**config.mk**
```make
export PLATFORM = sky130hd
export DESIGN_NAME = dispatcher
export DESIGN_NICKNAME = d
export VERILOG_FILES = /design/src/rtl/dispatcher_pkg.sv /design/src/rtl/dispatcher_decoder.sv /design/src/rtl/dispatcher.sv
export SDC_FILE = /design/constraint.sdc
export NUM_CORES = 1
export LEC_CHECK = 0
export BUFFER_PORTS_ARGS = -buffer_cell sky130_fd_sc_hd__buf_2
export CAP_MARGIN = 20
export CORE_AREA = 2 2 182 184
export DETAILED_ROUTE_END_ITERATION = 10
export DIE_AREA = 0 0 184 186
export HOLD_SLACK_MARGIN = 0.1
export PLACE_DENSITY = 0.65
export SYNTH_ARGS = -nofsm -noshare
export SYNTH_HDL_FRONTEND = slang
export SYNTH_SLANG_ARGS = --single-unit
```
**constraint.sdc**
```tcl
create_clock -name clk -period 6.3 [get_ports clk]
set_clock_uncertainty 0.1 [all_clocks]
set_input_delay 1.26 -clock clk [delete_from_list [all_inputs] [get_ports clk]]
set_output_delay 1.26 -clock clk [all_outputs]
set_load 0.01 [all_outputs]
```
**src/rtl/dispatcher_pkg.sv**
```systemverilog
// Shared types and constants for the issue-side dispatcher and its decoder.
package dispatcher_pkg;

  localparam int ROB_ID_W = 4;
  localparam int DATA_W   = 32;
  localparam int OPENUM_W = 6;

  localparam logic [ROB_ID_W-1:0] ZERO_ROB = '0;

  // Internal opcode enum; OP_NOP must stay at 0 so a cleared register reads as NOP.
  // Groups are kept contiguous (branches, loads, stores, op-imm, shifts, reg-reg).
  typedef enum logic [OPENUM_W-1:0] {
    OP_NOP = 6'd0,
    OP_LUI, OP_AUIPC, OP_JAL, OP_JALR,
    OP_BEQ, OP_BNE, OP_BLT, OP_BGE, OP_BLTU, OP_BGEU,
    OP_LB, OP_LH, OP_LW, OP_LBU, OP_LHU,
    OP_SB, OP_SH, OP_SW,
    OP_ADDI, OP_SLTI, OP_SLTIU, OP_XORI, OP_ORI, OP_ANDI,
    OP_SLLI, OP_SRLI, OP_SRAI,
    OP_ADD, OP_SUB, OP_SLL, OP_SLT, OP_SLTU, OP_XOR, OP_SRL, OP_SRA, OP_OR, OP_AND
  } openum_e;

  // Decoded view of one instruction.
  typedef struct packed {
    openum_e           op;
    logic [4:0]        rd;
    logic [4:0]        rs1;
    logic [4:0]        rs2;
    logic [DATA_W-1:0] imm;
    logic              uses_rs1;
    logic              uses_rs2;
    logic              is_mem;
  } dec_t;

  // Registered issue record presented to RS / LSB / ROB.
  typedef struct packed {
    logic                en_rs;
    logic                en_lsb;
    logic                en_rob;
    openum_e             op;
    logic [ROB_ID_W-1:0] q1;
    logic [ROB_ID_W-1:0] q2;
    logic [DATA_W-1:0]   v1;
    logic [DATA_W-1:0]   v2;
    logic [DATA_W-1:0]   imm;
    logic [DATA_W-1:0]   pc;
    logic [ROB_ID_W-1:0] rob_id;
    logic [4:0]          rd;
  } issue_t;

endpackage

```
**src/rtl/dispatcher_decoder.sv**
```systemverilog
// Purely combinational RV32I decoder: raw instruction -> opcode enum, register
// fields, sign-extended immediate, operand usage and memory-class flag.
// Unknown encodings decode to OP_NOP with every other field cleared.
module dispatcher_decoder import dispatcher_pkg::*; (
  input  logic [31:0] inst_i,
  output dec_t        dec_o
);

  typedef enum logic [2:0] {
    FMT_NONE, FMT_R, FMT_I, FMT_SH, FMT_S, FMT_B, FMT_U, FMT_J
  } fmt_e;

  logic [6:0] opcode;
  logic [6:0] funct7;
  logic [2:0] funct3;
  openum_e    op;
  fmt_e       fmt;

  assign opcode = inst_i[6:0];
  assign funct3 = inst_i[14:12];
  assign funct7 = inst_i[31:25];

  // Classify the encoding into an internal opcode and its operand format
  always_comb begin
    op  = OP_NOP;
    fmt = FMT_NONE;
    case (opcode)
      7'b0110111: begin op = OP_LUI;   fmt = FMT_U; end
      7'b0010111: begin op = OP_AUIPC; fmt = FMT_U; end
      7'b1101111: begin op = OP_JAL;   fmt = FMT_J; end
      7'b1100111: if (funct3 == 3'd0) begin op = OP_JALR; fmt = FMT_I; end
      7'b1100011: begin
        fmt = FMT_B;
        case (funct3)
          3'd0: op = OP_BEQ;
          3'd1: op = OP_BNE;
          3'd4: op = OP_BLT;
          3'd5: op = OP_BGE;
          3'd6: op = OP_BLTU;
          3'd7: op = OP_BGEU;
          default: op = OP_NOP;
        endcase
      end
      7'b0000011: begin
        fmt = FMT_I;
        case (funct3)
          3'd0: op = OP_LB;
          3'd1: op = OP_LH;
          3'd2: op = OP_LW;
          3'd4: op = OP_LBU;
          3'd5: op = OP_LHU;
          default: op = OP_NOP;
        endcase
      end
      7'b0100011: begin
        fmt = FMT_S;
        case (funct3)
          3'd0: op = OP_SB;
          3'd1: op = OP_SH;
          3'd2: op = OP_SW;
          default: op = OP_NOP;
        endcase
      end
      7'b0010011: begin
        fmt = FMT_I;
        case (funct3)
          3'd0: op = OP_ADDI;
          3'd2: op = OP_SLTI;
          3'd3: op = OP_SLTIU;
          3'd4: op = OP_XORI;
          3'd6: op = OP_ORI;
          3'd7: op = OP_ANDI;
          3'd1: begin fmt = FMT_SH; if (funct7 == 7'h00) op = OP_SLLI; end
          default: begin
            fmt = FMT_SH;
            if (funct7 == 7'h00)      op = OP_SRLI;
            else if (funct7 == 7'h20) op = OP_SRAI;
          end
        endcase
      end
      7'b0110011: begin
        fmt = FMT_R;
        case ({funct7, funct3})
          {7'h00, 3'd0}: op = OP_ADD;
          {7'h20, 3'd0}: op = OP_SUB;
          {7'h00, 3'd1}: op = OP_SLL;
          {7'h00, 3'd2}: op = OP_SLT;
          {7'h00, 3'd3}: op = OP_SLTU;
          {7'h00, 3'd4}: op = OP_XOR;
          {7'h00, 3'd5}: op = OP_SRL;
          {7'h20, 3'd5}: op = OP_SRA;
          {7'h00, 3'd6}: op = OP_OR;
          {7'h00, 3'd7}: op = OP_AND;
          default:       op = OP_NOP;
        endcase
      end
      default: op = OP_NOP;
    endcase
  end

  // Extract register fields and the sign-extended immediate for the recognised format
  always_comb begin
    dec_o = '0;
    if (op != OP_NOP) begin
      dec_o.op     = op;
      dec_o.is_mem = (op >= OP_LB) && (op <= OP_SW);
      case (fmt)
        FMT_R: begin
          dec_o.rd = inst_i[11:7]; dec_o.rs1 = inst_i[19:15]; dec_o.rs2 = inst_i[24:20];
          dec_o.uses_rs1 = 1'b1; dec_o.uses_rs2 = 1'b1;
        end
        FMT_I: begin
          dec_o.rd = inst_i[11:7]; dec_o.rs1 = inst_i[19:15]; dec_o.uses_rs1 = 1'b1;
          dec_o.imm = {{20{inst_i[31]}}, inst_i[31:20]};
        end
        FMT_SH: begin
          dec_o.rd = inst_i[11:7]; dec_o.rs1 = inst_i[19:15]; dec_o.uses_rs1 = 1'b1;
          dec_o.imm = {27'd0, inst_i[24:20]};
        end
        FMT_S: begin
          dec_o.rs1 = inst_i[19:15]; dec_o.rs2 = inst_i[24:20];
          dec_o.uses_rs1 = 1'b1; dec_o.uses_rs2 = 1'b1;
          dec_o.imm = {{20{inst_i[31]}}, inst_i[31:25], inst_i[11:7]};
        end
        FMT_B: begin
          dec_o.rs1 = inst_i[19:15]; dec_o.rs2 = inst_i[24:20];
          dec_o.uses_rs1 = 1'b1; dec_o.uses_rs2 = 1'b1;
          dec_o.imm = {{19{inst_i[31]}}, inst_i[31], inst_i[7], inst_i[30:25], inst_i[11:8], 1'b0};
        end
        FMT_U: begin
          dec_o.rd = inst_i[11:7]; dec_o.imm = {inst_i[31:12], 12'd0};
        end
        FMT_J: begin
          dec_o.rd = inst_i[11:7];
          dec_o.imm = {{11{inst_i[31]}}, inst_i[31], inst_i[19:12], inst_i[20], inst_i[30:21], 1'b0};
        end
        default: ;
      endcase
    end
  end

endmodule

```
**src/rtl/dispatcher.sv**
```systemverilog
// Issue stage: decodes the IQ head, resolves both source operands to (Q,V)
// through regfile / ROB / both CDBs, allocates a ROB id, renames rd and
// registers one issue record per cycle toward the RS or the LSB.
module dispatcher import dispatcher_pkg::*; (
  input  logic                clk,
  input  logic                rst,
  input  logic                rdy,
  input  logic                inst_valid_from_iq,
  input  logic [31:0]         inst_from_iq,
  input  logic [DATA_W-1:0]   pc_from_iq,
  output logic                ack_to_iq,
  input  logic                rob_full,
  input  logic [ROB_ID_W-1:0] rob_free_id,
  input  logic                rs_full,
  input  logic                lsb_full,
  output logic [4:0]          rs1_to_reg,
  output logic [4:0]          rs2_to_reg,
  input  logic [ROB_ID_W-1:0] Q1_from_reg,
  input  logic [ROB_ID_W-1:0] Q2_from_reg,
  input  logic [DATA_W-1:0]   V1_from_reg,
  input  logic [DATA_W-1:0]   V2_from_reg,
  output logic [ROB_ID_W-1:0] Q1_to_rob,
  output logic [ROB_ID_W-1:0] Q2_to_rob,
  input  logic                ready1_from_rob,
  input  logic                ready2_from_rob,
  input  logic [DATA_W-1:0]   value1_from_rob,
  input  logic [DATA_W-1:0]   value2_from_rob,
  input  logic                cdb_a_valid,
  input  logic [ROB_ID_W-1:0] cdb_a_rob_id,
  input  logic [DATA_W-1:0]   cdb_a_value,
  input  logic                cdb_l_valid,
  input  logic [ROB_ID_W-1:0] cdb_l_rob_id,
  input  logic [DATA_W-1:0]   cdb_l_value,
  input  logic                rollback,
  output logic                enable_to_rs,
  output logic                enable_to_lsb,
  output logic                enable_to_rob,
  output logic [OPENUM_W-1:0] openum_out,
  output logic [ROB_ID_W-1:0] Q1_out,
  output logic [ROB_ID_W-1:0] Q2_out,
  output logic [ROB_ID_W-1:0] rob_id_out,
  output logic [DATA_W-1:0]   V1_out,
  output logic [DATA_W-1:0]   V2_out,
  output logic [DATA_W-1:0]   imm_out,
  output logic [DATA_W-1:0]   pc_out,
  output logic [4:0]          rd_to_rob,
  output logic                rename_enable_to_reg,
  output logic [4:0]          rename_rd_to_reg,
  output logic [ROB_ID_W-1:0] rename_rob_id_to_reg
);

  typedef struct packed {
    logic [ROB_ID_W-1:0] q;
    logic [DATA_W-1:0]   v;
  } opnd_t;

  // Priority: x0 / unused, regfile value, ROB value, arith CDB, load CDB, else wait on tag.
  function automatic opnd_t resolve(
    input logic                used,
    input logic [4:0]          rs,
    input logic [ROB_ID_W-1:0] q_reg,
    input logic [DATA_W-1:0]   v_reg,
    input logic                rob_rdy,
    input logic [DATA_W-1:0]   rob_val,
    input logic                a_vld,
    input logic [ROB_ID_W-1:0] a_id,
    input logic [DATA_W-1:0]   a_val,
    input logic                l_vld,
    input logic [ROB_ID_W-1:0] l_id,
    input logic [DATA_W-1:0]   l_val
  );
    opnd_t r;
    r = '0;
    if (!used || rs == 5'd0)         r = '0;
    else if (q_reg == ZERO_ROB)      r.v = v_reg;
    else if (rob_rdy)                r.v = rob_val;
    else if (a_vld && a_id == q_reg) r.v = a_val;
    else if (l_vld && l_id == q_reg) r.v = l_val;
    else                             r.q = q_reg;
    return r;
  endfunction

  dec_t   dec;
  opnd_t  op1, op2;
  issue_t iss_d, iss_q;
  logic   unit_full, fire, dispatch;

  dispatcher_decoder u_decoder (
    .inst_i (inst_from_iq),
    .dec_o  (dec)
  );

  assign unit_full = dec.is_mem ? lsb_full : rs_full;
  assign fire      = rdy & inst_valid_from_iq & ~rob_full & ~rollback & ~unit_full;
  // Illegal encodings are acked (dropped) but never reach RS/LSB/ROB.
  assign dispatch  = fire & (dec.op != OP_NOP);

  assign ack_to_iq            = fire;
  assign rs1_to_reg           = dec.rs1;
  assign rs2_to_reg           = dec.rs2;
  assign Q1_to_rob            = Q1_from_reg;
  assign Q2_to_rob            = Q2_from_reg;
  assign rename_enable_to_reg = dispatch & (dec.rd != 5'd0);
  assign rename_rd_to_reg     = dec.rd;
  assign rename_rob_id_to_reg = rob_free_id;

  assign op1 = resolve(dec.uses_rs1, dec.rs1, Q1_from_reg, V1_from_reg, ready1_from_rob,
                       value1_from_rob, cdb_a_valid, cdb_a_rob_id, cdb_a_value,
                       cdb_l_valid, cdb_l_rob_id, cdb_l_value);
  assign op2 = resolve(dec.uses_rs2, dec.rs2, Q2_from_reg, V2_from_reg, ready2_from_rob,
                       value2_from_rob, cdb_a_valid, cdb_a_rob_id, cdb_a_value,
                       cdb_l_valid, cdb_l_rob_id, cdb_l_value);

  // Next issue record: load on dispatch, otherwise drop strobes to a NOP; hold while !rdy
  always_comb begin
    iss_d = iss_q;
    if (rdy) begin
      if (dispatch) begin
        iss_d.en_rs  = ~dec.is_mem;
        iss_d.en_lsb = dec.is_mem;
        iss_d.en_rob = 1'b1;
        iss_d.op     = dec.op;
        iss_d.q1     = op1.q;
        iss_d.v1     = op1.v;
        iss_d.q2     = op2.q;
        iss_d.v2     = op2.v;
        iss_d.imm    = dec.imm;
        iss_d.pc     = pc_from_iq;
        iss_d.rob_id = rob_free_id;
        iss_d.rd     = dec.rd;
      end else begin
        iss_d.en_rs  = 1'b0;
        iss_d.en_lsb = 1'b0;
        iss_d.en_rob = 1'b0;
        iss_d.op     = OP_NOP;
      end
    end
  end

  // Issue register; reset clears every field, which also encodes a NOP
  always_ff @(posedge clk) begin
    if (rst) iss_q <= '0;
    else     iss_q <= iss_d;
  end

  assign enable_to_rs  = iss_q.en_rs;
  assign enable_to_lsb = iss_q.en_lsb;
  assign enable_to_rob = iss_q.en_rob;
  assign openum_out    = iss_q.op;
  assign Q1_out        = iss_q.q1;
  assign Q2_out        = iss_q.q2;
  assign V1_out        = iss_q.v1;
  assign V2_out        = iss_q.v2;
  assign imm_out       = iss_q.imm;
  assign pc_out        = iss_q.pc;
  assign rob_id_out    = iss_q.rob_id;
  assign rd_to_rob     = iss_q.rd;

endmodule

```
==> results.ini <==
[outcome]
outcome = finished clean

[die]
start_util_pct = 26.9
rows = 66
dieHeight_um = 186
dieWidth_um = 184
core-area_um2 = 32200
io_pins = 471
die_area_um2 = 34200

[routing]
dr.pass1.iters = 5
drt-total-wl_um = 41200
vias_per_cell = 5.25
drtAntennaViolNets = 0
post_drt_wl_per_cell_um = 22.9
drc = 0
vias = 9427
first_iter_violations = 664

[timing]
slew_headroom_pct = 28.7
setup_ws_ps = 1050
min_period_ps = 5250
drv_slew = 0
tns_ps = 0
setup_violations = 0
finalCritPeriodShare_pct = 83.3
worst_pin_slew_ps = 1070
hold_viol_final = 0
fmax_mhz = 191
hold_ws_ps = 358
rsz0062_at_grt = false

[critical_path]
worstSetupPathType = input pin to primary output
cp.required_ps = 4940
start_kind = input pin
cp.arrival_ps = 3890
critPathBufInv = 2
end_kind = primary output
reg2reg_slack_ps = 5440
cp_slowest_stage_delay_ps = 680
slowest_stage = or4_1
cp_max_fo = 14
cp_top_family = simple AND/OR/NAND/NOR gates
crit_chain = buf_2 > and3b_1 > and2_1 > a32o_1 > or2_1 > or4_1 > o21a_1 > and2_1 > buf_2

[grt]
grt_usage_pct = 23.0
grt_pass1_wl_um = 57100
grt.overflow.total = 0
grt_pass1_vias = 8858
grt_max_degree = 66
antenna_found_initial = 22

[yosys]
synth_seq_cells = 154
async_reset_ff_share_pct = 0
synth_edf_count = 0
synth_ff_type = dfxtp_1
synth.top_cell.area_share_pct = 35.6
synthCells = 976
avgSynthCellArea_um2 = 8.87
syn_nets = 1264
synth_largest_area_cell = dfxtp_1
yosys_warnings = 0
synth_area_um2 = 8660
synth.distinct_cells = 77
yosysSeqAreaShare_pct = 35.6
yosys-top-cells-area = dfxtp_1 36%, a22o_1 6.8%, mux2i_1 4.9%, mux2_2 4.2%, a22oi_1 3.6%

[cts]
htree_levels = 4
clk_pin_slew_ps = 70
cts_setup_buffers = 0
cts.sinks = 154
clock_latency_ps = 420
cts_hold_buffers = 0
cts_tree = yes
cts_resized = 0
root_buffer = clkbuf_16
clock_path_buffers = 2
cts_buffers = 17

[power_and_ir_drop]
leakagePower_nw = 5.16
power_mw = 2.42
powerDensity_nw_per_um2 = 208
ir_drop_mv = 0.178

[layout]
final_cell_mix = 470 x buf_2, 154 x dfxtp_1, 81 x nand2_1
syn_to_final_growth_pct = 34.5
multi_input_area_um2 = 4910
layout_commonest_cell = buf_2
n_fill_cell = 3436
drive_gt1_share_pct = 40.9
ff_latch_area_um2 = 3080
layout.nets = 1654
post-route-util_pct = 36.2

[place]
dpl_worst_slack_ps = 1080
numPortBuffers = 470
gp_congestion = 0.956
hpwl_um = 32200

[hold_path]
hp-class = flip-flop to flip-flop

[flow_run]
cap_violations = 0

==> per-layer routing <==
layer | GRT usage [%] | vias up | routed length [um]
met3 | 7.20 | 77 | 3390
met5 | 0 | - | 122
li1 | - | 4425 | -
met1 | 24.1 | 4444 | 15200
met4 | 8.45 | 20 | 1300
met2 | 42.8 | 461 | 21200
==> logic make-up (layout without fill, tap and decap cells) <==
family | Yosys count | after routing | share of synthesized area, %
AOI/OAI and AO/OA | 327 | 327 | 28.5
xor gates and xnor gates | 18 | 18 | 1.82
buffers and inverters | 120 | 522 | 8.12
DFF | 154 | 154 | 35.6
muxes | 74 | 74 | 9.02
other | 0 | 11 | 0
and+or+nand+nor | 283 | 283 | 16.9
==> worst paths after layout <==
kind / from / end / depth (start not counted)
worst max-delay path: inst_from_iq[2] / rs2_to_reg[4] / 9
worst max register to register: Q1_out[3]$_SDFFE_PP0P_ / Q1_out[3]$_SDFFE_PP0P_ / 2
worst min-delay path: enable_to_rs$_SDFFE_PP0P_ / enable_to_rs$_SDFFE_PP0P_ / 2
worst min register to register: enable_to_rs$_SDFFE_PP0P_ / enable_to_rs$_SDFFE_PP0P_ / 2
==> cell type report <==
class,instances,area share (%)
clock buffer,20,3.92
clock inverter,11,1.36
sequential,154,26.5
inverter,7,0.226
antenna,11,0.236
timing repair buffer,484,21.2
multi-input combinational,702,42.2
tap,408,4.38
==> metrics by stage <==
stage,cell area [um^2],instances
floorplan,8660,976
global placement,11000,1755
detailed placement,11000,1755
CTS,11600,1786
global route,11600,1790
finish,11600,1797
==> tightest hold or removal path, delay by kind of cell, from the launching register on <==
family             cells  cell delay [ps]
AOI/OAI and AO/OA      1               50
and+or+nand+nor        1               60
DFF                    1              310
==> where the power goes <==
part | internal, mW | switching (mW)
Clock | 0.651 | 0.460
Sequential | 0.974 | 0.000286
Combinational | 0.138 | 0.193
Total | 1.76 | 0.654
==> state kept, by name, summed over array words and instances (netlist names) <==
signal / cells
Q1_out: 4
Q2_out: 4
V1_out: 32
V2_out: 32
enable_to_lsb: 1
enable_to_rob: 1
enable_to_rs: 1
imm_out: 32
openum_out: 6
pc_out: 32
rd_to_rob: 5
rob_id_out: 4
==> cell usage after synthesis (all sizes together), types with 2 or more instances <==
master	instances
o31a	2
or4	3
mux2	32
mux2i	42
o311ai	2
xor2	12
a2bb2oi	2
nand3b	2
nor3	10
dfxtp	154
a31o	2
nor4b	2
nand2b	14
and2	10
and3	6
nand4	4
a21oi	36
nor3b	4
xnor2	6
a21boi	2
a32o	7
o21a	3
o21ai	47
a221oi	32
o22ai	3
a31oi	2
inv	6
nor2	66
o21bai	2
clkbuf	49
a22o	67
nor2b	49
a41oi	2
o2bb2ai	26
o31ai	33
nand2	82
and3b	2
nand3	12
buf	64
nor4	8
a22oi	42
a21o	2
No activity file was read; power rests on OpenSTA's default activity.
